## config.mk

```make
export PLATFORM = sky130hd
export DESIGN_NAME = fsm_bit_serializer
export DESIGN_NICKNAME = d
export VERILOG_FILES = /design/src/rtl/fsm_bit_serializer_pkg.sv /design/src/rtl/fsm_bit_serializer.sv
export SDC_FILE = /design/constraint.sdc
export NUM_CORES = 1
export LEC_CHECK = 0
export CAP_MARGIN = 10
export CORE_ASPECT_RATIO = 0.9
export CORE_UTILIZATION = 55
export CTS_CLUSTER_DIAMETER = 150
export DETAILED_ROUTE_END_ITERATION = 8
export PLACE_DENSITY = 0.83
export SLEW_MARGIN = 20
export SYNTH_ARGS = -nofsm -noshare
export SYNTH_HDL_FRONTEND = slang
export SYNTH_SLANG_ARGS = --single-unit
```

## constraint.sdc

```tcl
create_clock -name clk -period 5.7 [get_ports clk]
set_input_delay 1.14 -clock clk [delete_from_list [all_inputs] [get_ports clk]]
set_output_delay 1.14 -clock clk [all_outputs]
set_load 0.1 [all_outputs]
```

## src/rtl/fsm_bit_serializer_pkg.sv

```systemverilog
// Shared definitions for the bit serializer: state encoding and default word width.
// These were previously held in the fsm_defs.vh include.
package fsm_bit_serializer_pkg;

   // Serializer FSM states
   typedef enum logic {
      S_IDLE  = 1'b0,   // no active word
      S_SHIFT = 1'b1    // shift_reg holds a word being sent
   } state_t;

   localparam int unsigned DEFAULT_WIDTH = 8;

endpackage

```

## src/rtl/fsm_bit_serializer.sv

```systemverilog
// Parallel-to-serial feeder for the Mealy sequence detectors.
// Accepts words over valid/ready and emits one bit per enabled clock on x.
// An active shift register plus one hold register give zero-gap streaming
// of back-to-back words.
module fsm_bit_serializer
   import fsm_bit_serializer_pkg::*;
#(
   parameter int unsigned WIDTH     = DEFAULT_WIDTH,
   parameter bit          MSB_FIRST = 1'b1,
   parameter bit          IDLE_BIT  = 1'b0
) (
   input  logic             clk,
   input  logic             reset,
   input  logic [WIDTH-1:0] in_data,
   input  logic             in_valid,
   output logic             in_ready,
   input  logic             enable,
   input  logic             flush,
   output logic             x,
   output logic             x_valid,
   output logic             frame_start,
   output logic             frame_end,
   output logic             busy
);

   localparam int unsigned   CW   = (WIDTH > 1) ? $clog2(WIDTH) : 1;
   localparam logic [CW-1:0] LAST = CW'(WIDTH - 1);

   state_t           state, state_nx;
   logic [WIDTH-1:0] shift_reg, shift_nx;
   logic [WIDTH-1:0] hold_reg, hold_nx;
   logic             hold_full, hold_full_nx;
   logic [CW-1:0]    bitcnt, bitcnt_nx;
   logic [WIDTH-1:0] shifted;
   logic             accept;
   logic             advance;
   logic             last_bit;

   // Handshake and advance qualifiers
   always_comb begin
      in_ready = reset && !flush && !hold_full;
      accept   = in_valid && in_ready;
      advance  = (state == S_SHIFT) && enable;
      last_bit = advance && (bitcnt == LAST);
   end

   // Shift the active word one place toward the output end
   always_comb begin
      if (MSB_FIRST) begin
         shifted = {shift_reg[WIDTH-2:0], 1'b0};
      end else begin
         shifted = {1'b0, shift_reg[WIDTH-1:1]};
      end
   end

   // Next-state logic: flush first, then last-bit handoff, then advance/accept
   always_comb begin
      state_nx     = state;
      shift_nx     = shift_reg;
      hold_nx      = hold_reg;
      hold_full_nx = hold_full;
      bitcnt_nx    = bitcnt;
      if (flush) begin
         state_nx     = S_IDLE;
         hold_full_nx = 1'b0;
         bitcnt_nx    = '0;
      end else begin
         unique case (state)
            S_IDLE: begin
               if (accept) begin
                  shift_nx  = in_data;
                  bitcnt_nx = '0;
                  state_nx  = S_SHIFT;
               end
            end
            S_SHIFT: begin
               if (last_bit) begin
                  // hold_full blocks in_ready, so accept and hold_full are exclusive here
                  bitcnt_nx = '0;
                  if (hold_full) begin
                     shift_nx     = hold_reg;
                     hold_full_nx = 1'b0;
                  end else if (accept) begin
                     shift_nx = in_data;
                  end else begin
                     state_nx = S_IDLE;
                  end
               end else begin
                  if (advance) begin
                     shift_nx  = shifted;
                     bitcnt_nx = bitcnt + 1'b1;
                  end
                  if (accept) begin
                     hold_nx      = in_data;
                     hold_full_nx = 1'b1;
                  end
               end
            end
            default: state_nx = S_IDLE;
         endcase
      end
   end

   // State, data and counter registers with asynchronous active-low reset
   always_ff @(posedge clk or negedge reset) begin
      if (!reset) begin
         state     <= S_IDLE;
         shift_reg <= '0;
         hold_reg  <= '0;
         hold_full <= 1'b0;
         bitcnt    <= '0;
      end else begin
         state     <= state_nx;
         shift_reg <= shift_nx;
         hold_reg  <= hold_nx;
         hold_full <= hold_full_nx;
         bitcnt    <= bitcnt_nx;
      end
   end

   // Output decode straight from the registers
   always_comb begin
      if (state == S_SHIFT) begin
         x = MSB_FIRST ? shift_reg[WIDTH-1] : shift_reg[0];
      end else begin
         x = IDLE_BIT;
      end
      x_valid     = (state == S_SHIFT) && enable;
      frame_start = x_valid && (bitcnt == '0);
      frame_end   = x_valid && (bitcnt == LAST);
      busy        = (state == S_SHIFT) || hold_full;
   end

endmodule

```

After elaboration in Yosys (flattened, before gate mapping)
Index checks and enable logic that the tools add are counted.
Storage, ports and cells
  flip-flop bits (word level): 21
  word-level logic and storage cells: 49
Cells by class
  $add $sub $neg: 1
  equal/unequal tests: 4
  multiplexer cells: 20
  bitwise logic cells: 3
  reductions and logical operators: 16
Operators by type and width (number)
  two-way mux 8 bit: 4
  one-hot mux 8 bit (2 select lines): 1
  two-way mux 3 bit: 4
  two-way mux 1 bit: 9
  logical AND 1 bit: 6
  inequality test 3 bit (second input constant): 2
  one-hot mux 3 bit (2 select lines): 1
  AND reduction 2 bit: 3
  inequality test 4 bit (second input constant): 1
  AND reduction 4 bit: 1
  adder 3 x 1 -> 3 bit (second input constant): 1
  equality test 3 bit (second input constant): 1
  logical NOT 3 bit: 1
  inverter 1 bit: 3
  nonzero test 3 bit: 1
  logical NOT 1 bit: 2
  one-hot mux 1 bit (2 select lines): 1
  nonzero test 2 bit: 1
  logical OR 1 bit: 1

Depth between registers and ports, before layout
  depth in word-level cells: 9
  gate-level depth with buffers: 7
  mapped depth without buffers: 6

Least setup slack after synthesis
No wires, ideal clock.
  kind: in2out
  start: input port enable
  end: output port frame_start
  data arrival time: 2.751 ns
  slack: 1.809 ns
  stages on the path: 3
  cells stage by stage: nand2_1 > inv_1 > and3_1
On the way
  cells in the longest elaborated chain, start to end: 2
Ends and longest elaborated chain
  start: declaration: RTL line fsm_bit_serializer.sv:17  | input logic enable,
  logical AND 1 bit: RTL line fsm_bit_serializer.sv:128  | x_valid = (state == S_SHIFT) && enable;
  named net x_valid: RTL line fsm_bit_serializer.sv:20  | output logic x_valid,
  logical AND 1 bit: RTL line fsm_bit_serializer.sv:129  | frame_start = x_valid && (bitcnt == '0);
  end: declaration: RTL line fsm_bit_serializer.sv:21  | output logic frame_start,
The timed path passes the listed nets, and every way through them passes these cells.

Final worst setup path
  start: input port enable
  end: output port x_valid
On the way
  cells in the longest elaborated chain, start to end: 1
Ends and longest elaborated chain (RTL line)
  logical AND 1 bit: fsm_bit_serializer.sv:128
  end: declaration: fsm_bit_serializer.sv:20
No other way between the ends.

==> results.ini <==
[setup_path]
r2r_end = shift_reg[2]
crit_start = enable
crit_end = x_valid
rr_worst_depth = 5
timing_worst_setup_path_type = input port to output pin
critPathLaunchType = input port
cp_max_fo = 13
crit_path_end_kind = output pin
rrSetupSlack_ns = 3.45
r2r-start = bitcnt[0]
cp_data_required_time_ns = 4.56
crit_arrival_ns = 3.33

[placed_design]
numPortBuffers = 18
dp_slack_ns = 1.25
dpl_cell_area_mm2 = 0.00126
dpl.hpwl_um = 1460
globalplace.congestion = 0.890

[finish]
fin_area_mm2 = 0.00129
drive_gt1_share_pct = 16.5
nets = 138
antenna_cells = 0
final_util_pct = 73.4
multi_input_area_um2 = 502
syn2layout_area_growth_pct = 19.0
nFillCells = 142
register_area_um2 = 526

[worst_hold_path]
hold_path_class = register to register

[pwr]
combPwrFrac_pct = 20.9
swShare_pct = 28.2
netSwitchingPower_mw = 0.0932
p_clk_share_pct = 21.2
max-vdd-ir-drop_mv = 0.237
leakage_nw = 0.562
p_int_mw = 0.238
cellPowerDensity_mw_per_mm2 = 257
p_seq_share_pct = 57.9

[routing]
first_pass_iters = 4
route.detailed.drc = 0
vias = 840
drt_iter0_drc = 17
drt-total-wl_um = 2110
ant_nets = 0
wl_per_cell_um = 14.5
via_per_inst = 5.79

[clock_tree]
cts_resized = 0
cts_tree = done
htreeDepth = 1
cts_setup_buffers = 0
cts_sinks = 21
cts_made_buffers = 3
clk_path_buf_depth = 2
clk_pin_slew_ns = 0.10
clk_latency_ns = 0.30
cts.root.buffer_cell = clkbuf_4
hold_buffers = 0

[logic_synthesis]
ys_seq_area_share_pct = 48.6
synthMuxAreaShare_pct = 9.26
synth_flop_cell = dfrtp_1
async_flop_share_pct = 100
avgSynthCellArea_um2 = 10.4
synth_compound_area_share_pct = 16.1
synth-edff-count = 0
synth-simple-area-share_pct = 17.6
yosys-top-cells-count = 21 x dfrtp_1, 12 x a21oi_1, 12 x nand2_1, 9 x a221o_1, 8 x mux2_2
synthDistinctLibCells = 26
syn_nets = 120
netlist_area_mm2 = 0.00108
ys_warn_count = 0
synth.area.top_cells = dfrtp_1 49%, a221o_1 8.3%, mux2_2 8.3%, a21oi_1 5.6%, nand2_1 4.2%
synthAdderAreaFrac_pct = 3.47
ys_ff_latch = 21
synth.most_common_cell = dfrtp_1
synth_top_family_by_area = simple AND/OR/NAND/NOR gates
syn_inst = 104
yosys.area.top_type = dfrtp_1
yosys.area.top_type_share_pct = 48.6
synthXorXnorAreaFrac_pct = 0

[floorplanning]
start_util_pct = 61.7
dieWidth_um = 48.7
num_rows = 14
io_pins = 19
coreArea_mm2 = 0.00175
die_area_mm2 = 0.00215
die_h_um = 44.1

[timing]
holdWs_ns = 0.515
fmax_mhz = 224
slew_viol_final = 0
min_period_over_period_pct = 78.4
rsz0062_at_grt = false
skew_ns = 0.00809
finalHoldViolations = 0
slew_headroom_pct = 35.8
fin_ws_ns = 1.23
setup_viol = 0
fin_setup_tns_ns = 0
period_minus_slack_ns = 4.47
worst_slew_pin_slew_ns = 0.960

[grt]
grt_max_degree = 24
overflow = 0
grt_usage_pct = 22.7
antenna_found_initial = 0
grt_pass1_vias = 777
grt_first_pass_wirelength_um = 3660

[run]
maxCapViolations = 0

[run_status]
status = finished clean

==> how the worst min path moves through the flow <==
stage	start	cells past startpoint	slack, ns	to
after floorplan	shift_reg[7]	1	0.47	shift_reg[7]
after global placement	hold_reg[6]	1	0.49	hold_reg[6]
after detailed placement	hold_reg[7]	1	0.49	hold_reg[7]
after CTS	hold_reg[0]	1	0.52	hold_reg[0]
after global routing	hold_reg[0]	1	0.54	hold_reg[0]
final	hold_reg[0]	1	0.52	hold_reg[0]
==> final cells by class <==
cell class,instances,area share (%)
multi-input combinational,71,39.0
clock buffer,4,2.04
sequential,21,40.9
inverter,6,1.75
timing repair buffer,19,14.0
tap,24,2.33
==> power groups by stage <==
stage | registers, mW | clock network, mW | logic [mW]
after detailed placement | 0.194 | 0 | 0.0692
final | 0.192 | 0.0702 | 0.0693
after floorplan | 0.188 | 0 | 0.0504
after global placement | 0.192 | 0 | 0.0675
after CTS | 0.191 | 0.0713 | 0.0698
after global routing | 0.194 | 0.0781 | 0.0754
==> through the flow <==
step	cells	power, mW
5_1_grt	145	0.347
3_5_place_dp	141	0.263
2_1_floorplan	104	0.238
6_report	145	0.331
4_1_cts	145	0.332
3_3_place_gp	141	0.260
==> kinds of logic after synthesis <==
kind of cell,Yosys count
adder cells (fa/ha/maj),3
AND/OR/NAND/NOR,34
AO/OA/AOI/OAI,25
buffers and inverters,12
flip-flops,21
multiplexers,9
==> layer usage <==
metal,track usage [%],wire length (um),vias up
met5,0,0,-
met4,5.29,11,0
met3,6.19,105,2
met2,34.7,937,24
met1,32.7,1050,394
li1,-,-,420
==> cells in the final DEF (no fill, tap or decap), types with 3 or more instances in the layout <==
master,Yosys,layout
a21oi_1,12,12
a221o_1,9,9
buf_4,0,4
clkbuf_4,0,3
clkdlybuf4s50_1,0,15
dfrtp_1,21,21
ha_1,3,3
inv_1,6,6
mux2_2,8,8
nand2_1,12,12
nand4_1,7,7
nor2_1,3,3
==> critical path: stages <==
cell and delay (ns):
clkdlybuf4s50_1 0.72, nand2_1 0.20, inv_1 0.13, clkdlybuf4s50_1 1.14
Note: power is estimated with default switching activity, not from simulation.
==> RTL edit 1 (same settings) <==
Reset style: synchronous (`reset`), changed in one clocked block. Comments in the files are not updated.
--- a/src/rtl/fsm_bit_serializer.sv
+++ b/src/rtl/fsm_bit_serializer.sv
@@ -102,7 +102,7 @@
    end
 
    // State, data and counter registers with asynchronous active-low reset
-   always_ff @(posedge clk or negedge reset) begin
+   always_ff @(posedge clk) begin
       if (!reset) begin
          state     <= S_IDLE;
          shift_reg <= '0;
Behaviour: differs if reset is asserted again (counterexample within 4 cycles, from zero or initial values and one cycle with reset low); with reset held inactive, the same outputs for 10 cycles.
==> RTL edit 1 against the unedited design <==
Synthesized cell count rose by 15%. Worst setup slack improved by 0.072 ns. Register-to-register slack improved by 0.31 ns. Final area is 7.9% lower. Sequential share of layout area decreased by 5.4 points. Critical path depth unchanged. Highest routed layer unchanged. Wire length is 6.6% higher. Critical path type unchanged. Area after synthesis down 6.9%. Clock skew grew 0.012 ns. Non-clock buffer count decreased by 1. Sequential cell count did not move.
Power is not compared: it rests on default switching activity, and its combinational part moved more than twofold at a synthesized area within 25%.
==> RTL edit 1: results (changes against the unedited design) <==
worstHoldPathCells: 2  # +1
ys_warn_count: 0  # unchanged
hold-worst-slack_ns: 0.474  # -0.0415 ns
yosysSeqAreaShare_pct: 41.8  # -6.8 points
worstSkewPairLatency_ns: 0.31
synthTopCellsByArea: "dfxtp_1, nand2_1, a221o_1"
first_global_vias: 816  # +5.0%
hold_class: "reg2reg"
r2r_start: "bitcnt[0]$_SDFFE_PP0P_"
ys_async_sr_fraction_pct: 0  # -100 points
synth_cell_types: 28  # +7.7%
dp_hpwl_um: 1550  # +6.3%
clk_pin_slew_ns: 0.10  # about the same
n_fill_cell: 149  # +4.9%
grt_pass1_wl_um: 3570  # -2.5%
ctsResizeCount: 0  # unchanged
skew_ns: 0.0203  # +0.0122 ns
grt_antenna_before_repair: 0  # unchanged
yosysTopAreaCellShare_pct: 41.8  # -6.8 points
drive_above_1_share_pct: 9.70  # -6.8 points
h-tree-depth: 1  # unchanged
outcome: "finished, final reports clean"
drt-pass1-iter-count: 7  # +3
n_antenna_cell: 0  # unchanged
gp_congestion: 0.794  # -11%
place_area_um2: 1160  # -8.1%
cp-startpoint: "enable"
comb_power_share_pct: 12.0
hp-start: "hold_reg[0]$_SDFFE_PN0P_"
clkPwrFrac_pct: 28.1
post_drt_via_cell_ratio: 5.98  # +3.2%
cts_root_buffer: "clkbuf_4"
fin_cells: 158  # +9.0%
ir_drop_v: 0.000189
nNetsFinal: 151  # +9.4%
synth_nets: 136  # +13%
io_buffers: 18  # unchanged
drtIter0Drc: 67  # +50
cts_buffers: 3  # unchanged
synthFlopType: "dfxtp_1"
finalWirelength_um: 2250  # +6.6%
synth_common_cells: "nand2_1, dfxtp_1, a21oi_1, o21ai_0, a221o_1"
grt_usage_pct: 24.6  # +1.9 points
r2r_slack_ns: 3.76  # +0.31 ns
postCtsSetupRepairBufs: 0  # unchanged
cp_max_fo: 12  # -1
cp_data_arrival_time_ns: 3.26  # -0.07 ns
syn_area_per_cell_um2: 8.38  # -19%
grt_max_degree: 17  # -29%
r2r_cells: 6  # +1
tightest_slew_ns: 0.970  # +0.0101 ns
p_switching_mw: 0.0647
-- RTL edit 1: cell types whose count changed after synthesis, moves of 2 or more --
cell and delta:
nand2_1 +14, buf_4 +2, o21ai_0 +9, mux2_2 -8, dfxtp_1 +21, inv_1 -3, nor2_1 +2, dfrtp_1 -21
-- RTL edit 1: worst max-delay path, stage by stage --
cell and delay, ns:
clkdlybuf4s50_1 0.71, nand2_1 0.18, inv_1 0.10, clkdlybuf4s50_1 1.13
-- RTL edit 1: per-stage QoR --
stage | utilization (%) | setup WS (ns)
6_report | 69.7 | 1.30
5_1_grt | 69.7 | 1.23
4_1_cts | 69.7 | 1.30
3_5_place_dp | 68.1 | 1.31
3_3_place_gp | 68.1 | 1.32
2_1_floorplan | - | 1.12
-- RTL edit 1: per-layer routing --
layer	vias up	routed length [um]	GRT usage, %
li1	458	-	-
met1	425	994	35.0
met2	56	1040	36.4
met3	6	190	6.47
met4	0	27	6.29
met5	-	0	0
-- RTL edit 1: cell families (layout without fill, tap and decap cells) --
logic type               after synthesis  after routing  synth area share, %
adder cells (fa/ha/maj)                3              3                 3.73
buffers and inverters                 11             25                 6.47
AND/OR/NAND/NOR                       52             52                 25.4
AO/OA/AOI/OAI                         33             33                 22.6
flip-flops                            21             21                 41.8
-- RTL edit 1: final timing paths --
| kind | to |
|---|---|
| setup / recovery | x_valid |
| hold / removal | hold_reg[0]$_SDFFE_PN0P_ |
| setup reg to reg | shift_reg[1]$_SDFFE_PN0P_ |
| hold reg to reg | hold_reg[0]$_SDFFE_PN0P_ |
-- RTL edit 1: cell type report --
class | instances | area share [%]
flip-flops and latches | 21 | 35.5
multi-input cells | 88 | 43.9
clock buffers | 3 | 1.90
repair buffers | 18 | 14.8
inverters | 3 | 0.950
clock inverters | 1 | 0.422
well taps | 24 | 2.53
==> RTL edit 2 (same flow settings) <==
Without the edit above. Set the package constant `DEFAULT_WIDTH` to 32 (it was 8).
--- a/src/rtl/fsm_bit_serializer_pkg.sv
+++ b/src/rtl/fsm_bit_serializer_pkg.sv
@@ -8,7 +8,7 @@
       S_SHIFT = 1'b1    // shift_reg holds a word being sent
    } state_t;
 
-   localparam int unsigned DEFAULT_WIDTH = 8;
+   localparam int unsigned DEFAULT_WIDTH = 32;
 
 endpackage
 
Interface: changed (resized in_data); port bits go from 19 to 43. The function was not compared with the original's and may differ.
==> RTL edit 2 against the unedited design <==
The flow now finishes with violations (design-rule violations). Power rose to 3.9 times the old value. Hold slack worse by 0.021 ns. Global-route usage up 2.3 points. Clock skew up 0.0034 ns. Final area rose to 3.1 times the old value. First-iteration DRC count rose to 12 times the old value. Worst setup slack better by 0.073 ns. Area after synthesis rose to 3.1 times the old value. Sequential cell count up 50. Wire length rose to 3.5 times the old value. Highest routed layer unchanged.
==> RTL edit 2: results (changes against the unedited design) <==
drtIter0Drc: 203  # +186
cts_root_buffer: "clkbuf_8"
violations: "design-rule violations"
p_int_mw: 0.956  # +300%
grt_pass1_wl_um: 12500  # +240%
nNetsFinal: 381  # +180%
cp_data_arrival_time_ns: 3.26  # -0.07 ns
grt_antenna_before_repair: 0  # unchanged
rows: 26  # +12
ys_warn_count: 0  # unchanged
wire_per_inst_um: 17.7  # +22%
n_antenna_cell: 0  # unchanged
ir_drop_v: 0.000237  # about the same
first_global_vias: 2615  # +240%
grt_max_degree: 74  # +210%
outcome: "complete, but fails checks"
postCtsSetupRepairBufs: 0  # unchanged
drc: 8  # +8
power_mw: 1.28  # +290%
skew_ns: 0.0115  # +0.00337 ns
drt-pass1-iter-count: 7  # +3
io_buffers: 42  # +24
max_stage_delay_ns: 1.17  # +0.03 ns
clock.fmax_ghz: 0.227  # +1.7%
place_area_um2: 3800  # +200%
post_drt_via_cell_ratio: 6.32  # +9.1%
drive_above_1_share_pct: 17.1  # +0.52 points
r2r_slack_ns: 2.65  # -0.80 ns
synth_common_cells: "dfrtp_1, nand2_1, nand3_1"
cpLargestDelayFamily: "buffers and inverters"
place_ws_ns: 1.30  # +0.0432 ns
synth_cell_types: 34  # +31%
hold-worst-slack_ns: 0.495  # -0.0205 ns
leakagePower_nw: 1.79  # +220%
clk_pin_slew_ns: 0.07  # -0.03 ns
dp.cells: 400  # +180%
cts_buffers: 9  # +6
n_fill_cell: 439  # +210%
dp_hpwl_um: 4350  # +200%
ctsResizeCount: 0  # unchanged
gp_congestion: 0.814  # -8.5%
synthTopCellsByArea: "dfrtp_1, mux2_2, a221o_1"
ys_async_sr_fraction_pct: 100  # unchanged
h-tree-depth: 3  # +2
synthFlopType: "dfrtp_1"
synth_nets: 346  # +190%
clock_path_buffers: 2  # unchanged
hold_class: "reg2reg"
finalWirelength_um: 7360  # +250%
setup-tns-final_ns: 0  # unchanged
grt_usage_pct: 25.0  # +2.3 points
clockNetworkPower_mw: 0.445  # +530%
yosysSeqAreaShare_pct: 53.0  # +4.4 points
worstSkewPairLatency_ns: 0.34  # +0.04 ns
tightest_slew_ns: 0.963  # +0.00296 ns
p_seq_mw: 0.642  # +230%
syn_inst: 306  # +190%
cp_max_fo: 4  # -9
==> RTL edit 2: changes by cell type after synthesis, sizes merged, moves of 8 or more <==
| cell | delta |
|---|---|
| dfrtp | +50 |
| nand3 | +35 |
| mux2 | +24 |
| a221o | +23 |
| nand2 | +23 |
| a21oi | +21 |
| buf | +11 |
| clkbuf | +8 |
==> RTL edit 2: area by class of cell <==
class / instances / area [um2] / area share, %
clock buffer: 10 / 138 / 3.43
sequential: 71 / 1780 / 44.2
tap: 70 / 87.6 / 2.18
timing repair buffer: 49 / 480 / 12.0
inverter: 8 / 30.0 / 0.747
clock inverter: 6 / 83.8 / 2.09
multi-input combinational: 202 / 1420 / 35.4
==> RTL edit 2: routing by layer <==
metal  part of all wire, %  vias to the layer above  track usage, %
li1                      -                     1197               -
met1                    44                     1312            33.6
met2                    48                      114            40.4
met3                   7.0                        6            6.83
met4                  0.64                        0            6.55
met5                     0                        -               0
==> RTL edit 2: worst paths after layout <==
path                                           from                         to  cells past startpoint
max                                          enable                frame_start                      4
min                        hold_reg[27]$_DFFE_PN0P_   hold_reg[27]$_DFFE_PN0P_                      1
max reg2reg                   bitcnt[0]$_DFFE_PN0P_   hold_reg[31]$_DFFE_PN0P_                      9
min reg2reg                hold_reg[27]$_DFFE_PN0P_   hold_reg[27]$_DFFE_PN0P_                      1
max in group asynchronous                     reset  shift_reg[22]$_DFFE_PN0P_                      2
min in group asynchronous                     reset      bitcnt[4]$_DFFE_PN0P_                      2
==> RTL edit 2: cell families after synthesis <==
kind of cell	Yosys count	synth area share [%]
AOI/OAI and AO/OA	73	15.9
DFF	71	53.0
adders and majority gates	3	1.12
and+or+nand+nor	94	14.3
buffers and inverters	33	5.00
muxes	32	10.7
